`src/rtl/ntcrack_host.sv`:
```
// ntcrack_host - host-side driver for the ntcrackfpga byte handshake.
//
// Purpose:
//   Accepts a byte stream of 16-byte NT hashes and hands them to the cracker one byte at a time
//   over the store_hash_byte/your_turn handshake. After the final hash it issues go. It then
//   collects 21-byte match records (20 password characters plus a length byte) through the
//   match_found/go acknowledge handshake. Each record is replayed on a ready/valid byte stream.
//
// Parameters:
//   HASH_MAX        hash capacity of the cracker's checker; further hashes are dropped (<= 255)
//
// Ports:
//   clk, rst        rising-edge clock, asynchronous active-high reset
//   in_byte/in_valid/in_last/in_ready   hash byte stream from the host
//   new_hash_byte, store_hash_byte, go  commands to the cracker
//   your_turn, match_found, password_byte  status and record bytes from the cracker
//   out_byte/out_valid/out_ready        result byte stream (e.g. to a UART transmitter)
//   cracking        go has been issued; collection phase
//   hash_count      complete hashes forwarded, saturating at HASH_MAX
//   match_count     records completed, wrapping
//   err             sticky protocol error
//
// Build option:
//   NTCRACK_HOST_TRIM_EN  when defined, each record is sent as rec[0..len-1] followed by 0x0A,
//                         with len = rec[20][4:0] clamped to 20 (clamping sets err). Otherwise
//                         all 21 record bytes are sent raw.

module ntcrack_host #(
  parameter int unsigned HASH_MAX = 128
) (
  input  logic        clk,
  input  logic        rst,
  input  logic [7:0]  in_byte,
  input  logic        in_valid,
  input  logic        in_last,
  output logic        in_ready,
  output logic [7:0]  new_hash_byte,
  output logic        store_hash_byte,
  output logic        go,
  input  logic        your_turn,
  input  logic        match_found,
  input  logic [7:0]  password_byte,
  output logic [7:0]  out_byte,
  output logic        out_valid,
  input  logic        out_ready,
  output logic        cracking,
  output logic [7:0]  hash_count,
  output logic [15:0] match_count,
  output logic        err
);

  localparam logic [7:0] HashMax = HASH_MAX[7:0];
  localparam logic [4:0] RecLast = 5'd20;

  typedef enum logic [2:0] {StLoad, StStore, StGo, StCollect, StEmit} state_e;

  state_e      state_q, state_d;
  logic [7:0]  hash_byte_q, hash_byte_d;
  logic        last_q, last_d;
  logic        store_q, store_d;
  logic        go_q, go_d;
  logic [3:0]  byte_idx_q, byte_idx_d;
  logic [7:0]  hash_count_q, hash_count_d;
  logic [15:0] match_count_q, match_count_d;
  logic        cracking_q, cracking_d;
  logic        err_q, err_d;
  logic [4:0]  rec_idx_q, rec_idx_d;
  logic [4:0]  emit_idx_q, emit_idx_d;
  logic        out_valid_q, out_valid_d;
  logic        run_q;
  logic        rec_we;

  // Record buffer; contents are don't-care across reset.
  logic [7:0]  rec_q [21];

  logic        accept;
  logic        full;
  logic        go_done;
  logic        ack_take;
  logic        ack_done;
  logic        out_fire;
  logic        emit_last;
  logic        len_bad;
  logic [4:0]  emit_len;
  logic [7:0]  emit_data;

  // run_q holds in_ready low for the first cycle after reset so every output is 0 in reset.
  assign in_ready = run_q && (state_q == StLoad) && your_turn;
  assign accept   = in_valid && in_ready;
  assign full     = (hash_count_q == HashMax);
  assign go_done  = (state_q == StGo) && go_q && !your_turn;
  assign ack_take = (state_q == StCollect) && !go_q && your_turn && match_found;
  assign ack_done = (state_q == StCollect) && go_q && !your_turn;
  assign out_fire = out_valid_q && out_ready;

`ifdef NTCRACK_HOST_TRIM_EN
  // emit_idx runs 0..len; the position equal to len carries the newline terminator.
  assign len_bad   = (rec_q[RecLast][4:0] > RecLast);
  assign emit_len  = len_bad ? RecLast : rec_q[RecLast][4:0];
  assign emit_data = (emit_idx_q == emit_len) ? 8'h0A : rec_q[emit_idx_q];
`else
  assign len_bad   = 1'b0;
  assign emit_len  = RecLast;
  assign emit_data = rec_q[emit_idx_q];
`endif

  assign emit_last = (emit_idx_q == emit_len);

  // State register.
  always_ff @(posedge clk or posedge rst) begin
    if (rst) begin
      state_q <= StLoad;
    end else begin
      state_q <= state_d;
    end
  end

  // Next-state logic.
  always_comb begin
    state_d = state_q;
    case (state_q)
      StLoad: begin
        if (accept) begin
          if (!full) begin
            state_d = StStore;
          end else if (in_last) begin
            state_d = StGo;
          end
        end
      end
      StStore: begin
        if (!your_turn) begin
          state_d = (last_q && (byte_idx_q == 4'd15)) ? StGo : StLoad;
        end
      end
      StGo: begin
        if (go_done) begin
          state_d = StCollect;
        end
      end
      StCollect: begin
        if (ack_done && (rec_idx_q == RecLast)) begin
          state_d = StEmit;
        end
      end
      StEmit: begin
        if (out_fire && emit_last) begin
          state_d = StCollect;
        end
      end
      default: state_d = StLoad;
    endcase
  end

  // Output and datapath next-state logic.
  always_comb begin
    hash_byte_d   = hash_byte_q;
    last_d        = last_q;
    store_d       = store_q;
    go_d          = go_q;
    byte_idx_d    = byte_idx_q;
    hash_count_d  = hash_count_q;
    match_count_d = match_count_q;
    cracking_d    = cracking_q;
    err_d         = err_q;
    rec_idx_d     = rec_idx_q;
    emit_idx_d    = emit_idx_q;
    out_valid_d   = out_valid_q;
    rec_we        = 1'b0;
    case (state_q)
      StLoad: begin
        if (accept) begin
          hash_byte_d = in_byte;
          last_d      = in_last;
          if (full) begin
            // Beyond capacity: the byte is swallowed and never reaches the cracker.
            err_d = 1'b1;
          end else begin
            store_d = 1'b1;
          end
        end
      end
      StStore: begin
        if (!your_turn) begin
          store_d    = 1'b0;
          byte_idx_d = byte_idx_q + 4'd1;
          if ((byte_idx_q == 4'd15) && !full) begin
            hash_count_d = hash_count_q + 8'd1;
          end
          if (last_q && (byte_idx_q != 4'd15)) begin
            err_d = 1'b1;
          end
        end
      end
      StGo: begin
        if (!go_q && your_turn) begin
          go_d = 1'b1;
        end else if (go_done) begin
          go_d       = 1'b0;
          cracking_d = 1'b1;
        end
      end
      StCollect: begin
        if (ack_take) begin
          rec_we = 1'b1;
          go_d   = 1'b1;
        end else if (ack_done) begin
          go_d = 1'b0;
          if (rec_idx_q == RecLast) begin
            rec_idx_d     = 5'd0;
            match_count_d = match_count_q + 16'd1;
            emit_idx_d    = 5'd0;
          end else begin
            rec_idx_d = rec_idx_q + 5'd1;
          end
        end
      end
      StEmit: begin
        if (len_bad) begin
          err_d = 1'b1;
        end
        if (!out_valid_q) begin
          out_valid_d = 1'b1;
        end else if (out_fire) begin
          if (emit_last) begin
            out_valid_d = 1'b0;
          end else begin
            emit_idx_d = emit_idx_q + 5'd1;
          end
        end
      end
      default: ;
    endcase
  end

  always_ff @(posedge clk or posedge rst) begin
    if (rst) begin
      hash_byte_q   <= 8'd0;
      last_q        <= 1'b0;
      store_q       <= 1'b0;
      go_q          <= 1'b0;
      byte_idx_q    <= 4'd0;
      hash_count_q  <= 8'd0;
      match_count_q <= 16'd0;
      cracking_q    <= 1'b0;
      err_q         <= 1'b0;
      rec_idx_q     <= 5'd0;
      emit_idx_q    <= 5'd0;
      out_valid_q   <= 1'b0;
      run_q         <= 1'b0;
    end else begin
      hash_byte_q   <= hash_byte_d;
      last_q        <= last_d;
      store_q       <= store_d;
      go_q          <= go_d;
      byte_idx_q    <= byte_idx_d;
      hash_count_q  <= hash_count_d;
      match_count_q <= match_count_d;
      cracking_q    <= cracking_d;
      err_q         <= err_d;
      rec_idx_q     <= rec_idx_d;
      emit_idx_q    <= emit_idx_d;
      out_valid_q   <= out_valid_d;
      run_q         <= 1'b1;
    end
  end

  always_ff @(posedge clk) begin
    if (rec_we) begin
      rec_q[rec_idx_q] <= password_byte;
    end
  end

  assign new_hash_byte   = hash_byte_q;
  assign store_hash_byte = store_q;
  assign go              = go_q;
  assign out_valid       = out_valid_q;
  // Gate with valid so the unreset record buffer never shows through during reset.
  assign out_byte        = out_valid_q ? emit_data : 8'd0;
  assign cracking        = cracking_q;
  assign hash_count      = hash_count_q;
  assign match_count     = match_count_q;
  assign err             = err_q;

endmodule
```
`config.mk`:
```
export PLATFORM = sky130hd
export DESIGN_NAME = ntcrack_host
export DESIGN_NICKNAME = d
export VERILOG_FILES = /design/src/rtl/ntcrack_host.sv
export SDC_FILE = /design/constraint.sdc
export NUM_CORES = 1
export LEC_CHECK = 0
export CAP_MARGIN = 20
export CORE_MARGIN = 4
export CORE_UTILIZATION = 53
export CTS_CLUSTER_SIZE = 8
export DETAILED_ROUTE_END_ITERATION = 10
export HOLD_SLACK_MARGIN = 0.03
export PLACE_DENSITY = 0.74
export SYNTH_ARGS = -nofsm -noshare
export SYNTH_HDL_FRONTEND = slang
export SYNTH_SLANG_ARGS = --single-unit
```
`constraint.sdc`:
```
create_clock -name clk -period 2.35 [get_ports clk]
set_clock_uncertainty 0.05 [all_clocks]
set_input_delay 0.705 -clock clk [delete_from_list [all_inputs] [get_ports clk]]
set_output_delay 0.705 -clock clk [all_outputs]
set_load 0.005 [all_outputs]
```
Word-level counts from Yosys, hierarchy flattened

Memory sizes are Yosys's and may differ from the RTL's.
Cells that the tools add are included.

Memory bits (read-only): 0
Input port bits: 23
Bits in latches: 0
Memories: 1
Register bits after elaboration: 56
Memory bits (writable): 168
Word-level logic and storage cells: 123

Add/sub/neg operators: 5
Shift operators: 0
Multipliers: 0
Multiplexer cells: 39
Eq/ne operators: 26
Reductions and logical operators: 35
Order comparisons: 0
Bitwise operators: 3
Div/mod/pow operators: 0

Memories:

| name  | words | bits a word | read ports | clocked after Yosys merged registers in | write ports | RTL line | text |
|---|---|---|---|---|---|---|---|
| rec_q | 21    | 8           | 1          | 0                                       | 1           | 74       | `logic [7:0] rec_q [21];` |

Operator list:

| operator                                             | count |
|---|---|
| two-way mux 5 bit                                    | 7 |
| inequality test 2 bit (second input constant)        | 12 |
| two-way mux 3 bit                                    | 7 |
| two-way mux 1 bit                                    | 18 |
| logical AND 1 bit                                    | 17 |
| adder 16 x 1 -> 16 bit (second input constant)       | 1 |
| one-hot mux 3 bit (5 select lines)                   | 1 |
| AND reduction 3 bit                                  | 4 |
| adder 5 x 1 -> 5 bit (second input constant)         | 2 |
| equality test 5 bit (second input constant)          | 2 |
| one-hot mux 5 bit (2 select lines)                   | 1 |
| adder 8 x 1 -> 8 bit (second input constant)         | 1 |
| equality test 8 bit (second input constant)          | 1 |
| two-way mux 8 bit                                    | 1 |
| AND reduction 4 bit                                  | 2 |
| AND reduction 7 bit                                  | 1 |
| equality test 3 x 2 -> 1 bit (second input constant) | 2 |
| inequality test 3 bit (second input constant)        | 2 |
| one-hot mux 1 bit (2 select lines)                   | 3 |
| AND reduction 6 bit                                  | 1 |
| nonzero test 2 bit                                   | 3 |
| AND reduction 5 bit                                  | 1 |
| adder 4 x 1 -> 4 bit (second input constant)         | 1 |
| equality test 4 bit (second input constant)          | 1 |
| 10 further kinds                                     | 16 |

Depth between registers and ports, before layout

Gate-level depths: netlist of the first run.

Depth after elaboration: 8
Mapped depth: 9
Gate-level depth less buffers: 6

Worst setup path after synthesis of the first run

OpenSTA, ideal clock, no wires.

Path kind: flip-flop to output port
From: reg emit_idx_q[0]
To: out out_byte[0]
Stages on the path, launching flop included: 8
Arrival: 1478 ps
Path slack: 117 ps
Cells stage by stage: dfrtp_1 > buf_4 > buf_4 > buf_4 > mux2i_1 > a221oi_1 > o21ai_0 > o211ai_1

Longest elaborated chain between the ends: 2

RTL lines:

| element                | RTL line | text |
|---|---|---|
| from (decl)            | 68       | `logic [4:0] emit_idx_q, emit_idx_d;` |
| from (signal assigned) | 262      | `emit_idx_q <= emit_idx_d;` |
| memory (21 x 8 bit)    | n/a      |  |
| two-way mux 8 bit      | 279      | `assign out_byte = out_valid_q ? emit_data : 8'd0;` |
| to (decl)              | 43       | `output logic [7:0] out_byte,` |

Every way passes these cells.

Worst setup path after layout of the first run

From: reg emit_idx_q[0]
To: out out_byte[3]

The elaborated chain is that of the path after synthesis.

==> Implementation_results.wiki, run 1 <==
{| class="wikitable"
! Metric !! Value
|-
| Seq/Total Area, Yosys || between 60% and 70%
|-
| Iteration count of the initial detailed-routing pass || 5
|-
| Final Hold Vio Count || 0
|-
| Number of global-route vias before repair || roughly 6300
|-
| Peak supply drop || between 0.5 and 0.6 mV
|-
| Die footprint || approximately 20000 µm²
|-
| Yosys synthesis warning count || 0
|-
| Leakage power of the design || about 4.3 nW
|-
| Type of the most critical hold path || reg2reg
|-
| Share of post-route cells with drive strength above 1 || roughly 26%
|-
| Top cells by instance count after synthesis || sky130_fd_sc_hd__edfxtp_1 (168), sky130_fd_sc_hd__mux2i_1 (66), sky130_fd_sc_hd__dfrtp_1 (56)
|-
| Reg2reg setup slack || around 0.18 ns
|-
| Status || finished, violations left
|-
| Die X-Extent || approximately 140 µm
|-
| Global routing usage summed across all routing layers || between 20% and 30%
|-
| Combinational cell fraction of total power || between 10% and 20%
|-
| Post-route minimum period || between 3 and 4 ns
|-
| Max Slew Vio Count || 0
|-
| Clock power share || between 40 and 50%
|-
| PnR worst setup slack || -0.664 ns
|-
| Most area-hungry cell type in the Yosys netlist || sky130_fd_sc_hd__edfxtp_1
|-
| Cell with the most instances after synthesis || sky130_fd_sc_hd__edfxtp_1
|-
| Overall power of the completed layout || around 10 mW
|-
| Largest delay contributor family on the critical path || multiplexers
|-
| Post-synthesis sequential element count || 224
|-
| Startpoint of the most critical setup path || emit_idx_q[0]
|-
| Number of buffers inserted during clock tree synthesis || 31
|-
| DR iter-0 viols || around 560
|-
| Via density || approximately 5.8
|-
| Top Ports || 69
|-
| RSZ-0062 raised after global routing || yes
|-
| CP endpoint kind || primary output
|-
| Critical Setup Path Class || reg2out
|-
| CP Launch Type || register
|-
| Cell count along the critical path || 6
|-
| Final Setup Violations || 8
|-
| Highest cell delay on the worst timing path || approximately 0.5 ns
|-
| Residual DRC count || 0
|-
| Endpoint arrival time on the critical path || 2.26 ns
|-
| Worst flop-to-flop path endpoint || state_q[0]
|-
| Weighted congestion at the end of routability-driven global placement || about 0.8
|-
| Setup_tns || -5.10 ns
|-
| Clock network latency to the later pin of the worst-skew pair || between 0.5 and 0.6 ns
|-
| Total nets after synthesis || ~660
|-
| Number of flops mapped to enable cells by yosys || 168
|-
| Power share of the sequential group || 47.5%
|-
| Routed length per placed instance || 21.4 µm
|-
| Global-route wire length before repair || ~35000 µm
|-
| Initial cell density of the core || 54.4%
|-
| Die Height || roughly 140 µm
|-
| CTS H-Tree Depth || 1
|-
| Required arrival time at the worst endpoint || about 1.6 ns
|-
| Number of rows created at floorplan || 48
|-
| Post-route cell area || roughly 12000 µm²
|-
| Fraction of synthesized cell area taken by the top area cell type || between 50 and 60%
|-
| Buf+Inv Stages, Crit Path || 3
|-
| Switching power share of the total || between 20% and 30%
|-
| Largest net degree at the start of global routing || 57
|-
| Congestion Overflow GR || 0
|-
| Synthesized netlist cell count || between 600 and 700
|-
| Total Nets Final || approximately 820
|-
| Cells along the critical path || buf_12 > buf_8 > mux4_2 > mux2i_2 > o211ai_1 > buf_2
|-
| Max Fanout on Critical Path || 6
|-
| Maximum root-to-sink buffer count || 3
|-
| Leading register cell type out of synthesis || sky130_fd_sc_hd__edfxtp_1
|-
| Total standard cell area after synthesis || about 9500 µm²
|-
| Antenna violations before repair || 0
|-
| Achievable Freq || 0.332 GHz
|-
| P&R area growth vs syn || 27.1%
|-
| Mean instance size in the synthesized netlist || 15.2 µm²
|-
| P per Cell Area || around 800 nW/µm²
|-
| TritonCTS clock tree || yes
|-
| Switching power || 2.29 mW
|-
| Reg-to-Reg Start || emit_idx_q[0]
|-
| Total via count after detailed routing || between 6000 and 7000
|-
| Top post-synthesis cells by area || sky130_fd_sc_hd__edfxtp_1 (53%), sky130_fd_sc_hd__dfrtp_1 (15%), sky130_fd_sc_hd__mux2i_1 (7.0%), sky130_fd_sc_hd__mux4_2 (2.4%), sky130_fd_sc_hd__mux2_2 (1.9%)
|-
| Worst setup endpoint || out_byte[3]
|-
| Slowest library cell on the worst path || sky130_fd_sc_hd__dfrtp_4
|-
| Number of distinct library cell variants in the gate-level netlist after synthesis || 64
|-
| Number of I/O port buffers || just under 70
|-
| Crit share post-route || 128%
|-
| Core footprint || between 15000 and 20000 µm²
|-
| Max capacitance violation total || 0
|-
| Depth of the worst register-to-register path || 8
|-
| Clock input transition at the sequential cells of the worst setup and hold paths || 0.05 ns
|-
| Area of placed instances || around 11000 µm²
|-
| Routed wire length || 22100 µm
|-
| Root buffer selected by CTS || sky130_fd_sc_hd__clkbuf_16
|-
| Diodes inserted || 0
|-
| HPWL after DPL || between 10000 and 15000 µm
|-
| Post-synthesis async set-or-reset flop share || 25.0%
|-
| Clk sink count || between 200 and 250
|-
| CTS hold repair buffers || 0
|-
| Antenna-violating nets left || 0
|-
| Failing checks || negative setup slack
|-
| Int Power || between 7 and 8 mW
|}
## worst reg2reg max path: cells and delay by family, from the launching register on
kind / cells / cell delay (ns)
adder cells (fa/ha/maj): 1 / 0.21
flip-flops: 1 / 0.44
AO/OA/AOI/OAI: 1 / 0.28
AND/OR/NAND/NOR: 2 / 0.32
multiplexers: 1 / 0.33
buffers and inverters: 3 / 0.42
## layer usage
layer	routed length, µm	global-route usage (%)
met5	0	0
met4	614	8.43
met3	1870	5.93
met2	10500	35.0
met1	9100	30.6
## worst min-delay path by stage
| stage | cells after the start | to | slack, ns | from |
|---|---|---|---|---|
| 2_1_floorplan | 2 | cracking | 0.41 | cracking |
| 3_3_place_gp | 1 | match_count[15] | 0.41 | match_count[15] |
| 3_5_place_dp | 1 | match_count[15] | 0.42 | match_count[15] |
| 4_1_cts | 1 | match_count[15] | 0.44 | match_count[15] |
| 5_1_grt | 1 | match_count[12] | 0.46 | match_count[12] |
| 6_report | 1 | match_count[15] | 0.43 | match_count[15] |
## final cells by class
cell class | instances | area [µm²]
Sequential cell | 224 | 6460
Timing Repair Buffer | 155 | 1400
Multi-Input combinational cell | 358 | 2960
Fill cell | 1136 | 5370
Tap cell | 225 | 282
Clock inverter | 1 | 20.0
Clock buffer | 56 | 870
Inverter | 14 | 52.6
## metrics by stage
stage	hold slack (ns)	cells	util (%)	setup slack, ns
finish	0.431	1033	69.1	-0.664
global route	0.461	1033	69.1	-0.741
CTS	0.437	1033	68.9	-0.679
detailed placement	0.424	965	62.6	-0.525
global placement	0.412	965	62.6	-0.481
floorplan	0.410	625	-	0.117
## what timing repair did
| item | CTS | global route |
|---|---|---|
| resized for setup | 65 | 16 |
| pin swaps | 16 | 10 |
| endpoints found under the hold margin | 0 | 0 |
| setup buffers | 10 | 0 |
| endpoints found under the setup margin | 9 | 23 |
| gates cloned | 1 | 0 |
## sequential cells by signal, indices dropped and copies added (netlist names), 3 cells and up
register / cells
byte_idx_q: 4
emit_idx_q: 5
hash_count: 8
match_count: 16
new_hash_byte: 8
rec_idx_q: 5
rec_q: 168
state_q: 3
## power groups by stage
stage                     Clock [mW]  Combinational, mW  Sequential (mW)
after floorplan                    0              0.582             4.68
after global routing            4.32               1.20             4.69
after CTS                       4.11               1.10             4.66
after detailed placement           0               1.09             4.72
final                           4.05               1.10             4.66
after global placement             0               1.04             4.71
## cells in the final DEF (no fill, tap or decap), drive strengths merged, types with 2 or more instances in the layout
| master | netlist | layout |
|---|---|---|
| a21oi | 12 | 12 |
| a221oi | 2 | 2 |
| a22oi | 18 | 18 |
| a31oi | 5 | 5 |
| and2 | 5 | 5 |
| and3 | 2 | 2 |
| and3b | 2 | 2 |
| and4 | 2 | 2 |
| and4b | 2 | 2 |
| buf | 19 | 94 |
| clkbuf | 10 | 57 |
| clkdlybuf4s50 | 0 | 59 |
| dfrtp | 56 | 56 |
| edfxtp | 168 | 168 |
| ha | 10 | 10 |
| inv | 14 | 15 |
| mux2 | 16 | 16 |
| mux2i | 66 | 66 |
| mux4 | 10 | 10 |
| nand2 | 42 | 42 |
| nand3 | 21 | 21 |
| nand3b | 4 | 4 |
| nand4 | 8 | 8 |
| nor2 | 33 | 33 |
| nor2b | 4 | 4 |
| nor3 | 11 | 11 |
| nor4 | 11 | 11 |
| nor4b | 2 | 2 |
| o211ai | 4 | 4 |
| o21ai | 8 | 8 |
| o21bai | 2 | 2 |
| o221ai | 5 | 5 |
| o22ai | 2 | 2 |
| o311ai | 2 | 2 |
| o31ai | 2 | 2 |
| or3b | 4 | 4 |
| xnor2 | 15 | 15 |
| xor2 | 13 | 13 |
## kinds of logic (layout without fill, tap and decap cells)
| logic type | Yosys count | count (layout) | share of synthesized area [%] |
|---|---|---|---|
| adders and majority gates | 10 | 10 | 1.32 |
| xor gates and xnor gates | 28 | 28 | 2.67 |
| buffers and inverters | 43 | 226 | 2.23 |
| and+or+nand+nor | 161 | 161 | 9.67 |
| other | 1 | 1 | 0.0396 |
| muxes | 92 | 92 | 11.3 |
| DFF | 224 | 224 | 68.0 |
| AOI/OAI and AO/OA | 66 | 66 | 4.77 |
Power figures use the tool's default switching activity.
==> inputs of run 2 (changes only) <==
CELL_PAD_IN_SITES_DETAIL_PLACEMENT = 1   (was default)
CELL_PAD_IN_SITES_GLOBAL_PLACEMENT = 1   (was default)
CORE_UTILIZATION = 45   (was 53)
PLACE_DENSITY = default   (was 0.74)
PLACE_DENSITY_LB_ADDON = 0.1   (was default)
==> run 2 against run 1 <==
Compared with the run above: the flow still finishes with violations (negative setup slack); register-to-register slack worse by 0.05 ns; critical path depth decreased by 1; sequential power barely moved; critical path type unchanged; critical endpoint is now out_byte[5]; largest cell class unchanged.
==> Implementation_results.wiki, run 2 (synthesized netlist as in run 1, its figures left out) <==
{| class="wikitable"
! Metric !! Value
|-
| Share of post-route cells with drive strength above 1 || 25.2% (-0.68 points)
|-
| Highest-count cells in the layout ignoring fill and taps || sky130_fd_sc_hd__edfxtp_1 (168), sky130_fd_sc_hd__buf_4 (75), sky130_fd_sc_hd__mux2i_1 (64)
|-
| Max Slew Vio Count || 0 (unchanged)
|-
| Number of buffers inserted during clock tree synthesis || 31 (unchanged)
|-
| Initial cell density of the core || 46.2% (-8.2 points)
|-
| Clock power share || 41.2% (about the same)
|-
| P per Cell Area || 815 nW/µm² (about the same)
|-
| Type of the most critical hold path || reg2reg
|-
| Switching power || 2.33 mW (+1.6%)
|-
| Number of rows created at floorplan || 52 (+8.3%)
|-
| Total via count after detailed routing || 5839 (-3.4%)
|-
| Number of global-route vias before repair || 6453 (+1.7%)
|-
| Leakage power of the design || 4.32 nW (-0.27%)
|-
| Clock network latency to the later pin of the worst-skew pair || 0.54 ns (about the same)
|-
| Status || finished, violations left
|-
| Layout filler cell count || 1955 (+72%)
|-
| Antenna violations before repair || 0 (unchanged)
|-
| Global-route wire length before repair || 36900 µm (+5.4%)
|-
| Failing checks || negative setup slack
|-
| Root buffer selected by CTS || sky130_fd_sc_hd__clkbuf_16
|-
| Post-route cell area || 12100 µm² (+0.27%)
|-
| DR iter-0 viols || 341 (-39%)
|-
| Area of placed instances || 11100 µm² (+1.4%)
|-
| Register with the most flip-flops || rec_q
|-
| Global routing usage summed across all routing layers || 19.9% (-2.6 points)
|-
| Number of I/O port buffers || 68 (unchanged)
|-
| Switching power share of the total || 23.7% (+0.32 points)
|-
| Crit share post-route || 128% (about the same)
|-
| Die X-Extent || 153 µm (+8.0%)
|-
| Combinational cell fraction of total power || 11.3% (about the same)
|-
| Congestion Overflow GR || 0 (unchanged)
|-
| Routed wire length || 23700 µm (+7.1%)
|-
| TritonCTS clock tree || yes
|-
| Slew of the pin with the lowest slew margin || 0.758 ns
|-
| Reg2reg setup slack || 0.13 ns (-0.05 ns)
|-
| Weighted congestion at the end of routability-driven global placement || 0.823 (+0.93%)
|-
| Max Fanout on Critical Path || 8 (+2)
|-
| Commonest non-fill, non-tap cell in the layout || sky130_fd_sc_hd__edfxtp_1
|-
| CTS H-Tree Depth || 1 (unchanged)
|-
| Final Hold Vio Count || 0 (unchanged)
|-
| Top Ports || 69 (unchanged)
|-
| Required arrival time at the worst endpoint || 1.59 ns (about the same)
|-
| Post-route minimum period || 3.01 ns (-0.00269 ns)
|-
| Power share of the sequential group || 47.5% (about the same)
|-
| Max capacitance violation total || 0 (unchanged)
|-
| CP endpoint kind || primary output
|-
| Critical Setup Path Class || reg2out
|-
| HPWL after DPL || 15500 µm (+10%)
|-
| Worst slack at placement || -0.750 ns (-0.225 ns)
|-
| Routed length per placed instance || 22.0 µm (+2.8%)
|-
| Die footprint || 23400 µm² (+17%)
|-
| Via density || 5.43 (-7.2%)
|-
| Number of flip-flops in the largest register || 168 (unchanged)
|-
| Die Height || 153 µm (+8.0%)
|-
| Achievable Freq || 0.332 GHz (about the same)
|-
| Endpoint arrival time on the critical path || 2.26 ns (about the same)
|-
| Clk sink count || 224 (unchanged)
|-
| Max transition margin || 49.3%
|-
| Clock input transition at the sequential cells of the worst setup and hold paths || 0.05 ns (about the same)
|-
| Setup_tns || -4.93 ns (+0.169 ns)
|-
| Peak supply drop || 0.590 mV (-1.2%)
|-
| P&R area growth vs syn || 27.5%
|-
| Largest net degree at the start of global routing || 57 (unchanged)
|-
| Int Power || 7.51 mW (-0.15%)
|-
| Diodes inserted || 0 (unchanged)
|-
| Antenna-violating nets left || 0 (unchanged)
|-
| Total Nets Final || 817 (unchanged)
|-
| PnR worst setup slack || -0.662 ns (+0.00269 ns)
|-
| Iteration count of the initial detailed-routing pass || 4 (-1)
|-
| Core footprint || 20500 µm² (+18%)
|-
| Residual DRC count || 0 (unchanged)
|-
| Final Setup Violations || 8 (unchanged)
|-
| RSZ-0062 raised after global routing || yes
|-
| CP Launch Type || register
|-
| Maximum root-to-sink buffer count || 3 (unchanged)
|}
==> run 2: worst max-delay path: stages, from the launching register on <==
cell and delay (ns):
sky130_fd_sc_hd__dfrtp_4 0.51, sky130_fd_sc_hd__buf_12 0.17, sky130_fd_sc_hd__mux4_2 0.50, sky130_fd_sc_hd__mux2i_1 0.18
sky130_fd_sc_hd__o211ai_1 0.18, sky130_fd_sc_hd__buf_2 0.17
==> run 2: layout make-up <==
cell class                      count  area (µm²)  area share [%]
Tap cell                          270         338            2.80
Sequential cell                   224        6460            53.5
Clock buffer                       54         862            7.14
Timing Repair Buffer              155        1410            11.6
Multi-Input combinational cell    358        2940            24.3
Clock inverter                      1        20.0           0.166
Inverter                           14        52.6           0.435
==> run 2: power groups by stage <==
stage | Clock (mW) | Combinational [mW] | Sequential (mW)
5_1_grt | 4.35 | 1.24 | 4.70
3_3_place_gp | 0 | 1.06 | 4.71
4_1_cts | 4.14 | 1.12 | 4.66
6_report | 4.05 | 1.12 | 4.67
2_1_floorplan | 0 | 0.582 | 4.68
3_5_place_dp | 0 | 1.11 | 4.73
==> run 2: final timing paths <==
| check | from | endpoint | cells after the start |
|---|---|---|---|
| worst max register to register | state_q[2] | rec_q[9][1] | 7 |
| max in group asynchronous | rst | emit_idx_q[0] | 3 |
| worst min register to register | match_count[15] | match_count[15] | 1 |
| worst min-delay path | match_count[15] | match_count[15] | 1 |
| min in group asynchronous | rst | rec_idx_q[2] | 3 |
| worst max-delay path | emit_idx_q[0] | out_byte[5] | 5 |
==> run 2: what timing repair did <==
item / in CTS / in global routing
hold buffers: 0 / 0
setup buffers: 8 / 1
endpoints found under the setup margin: 9 / 23
gates cloned: 0 / 0
pin swaps: 18 / 5
resized for setup: 59 / 17
endpoints found under the hold margin: 0 / 0
==> run 2: stage by stage <==
step,cells,hold slack (ns),total power [mW],util [%]
floorplan,625,0.410,5.26,-
global placement,1015,0.404,5.76,53.9
detailed placement,1015,0.413,5.84,53.9
CTS,1075,0.424,9.93,58.6
global route,1076,0.439,10.3,58.9
finish,1076,0.414,9.84,58.9
==> run 2: layer usage <==
layer  vias up  GRT usage (%)  wire length, µm
li1       2698              -                -
met1      2978           25.9            10100
met3        31           3.39              933
met2       132           35.0            12200
met5         -              0                0
met4         0           4.45              442
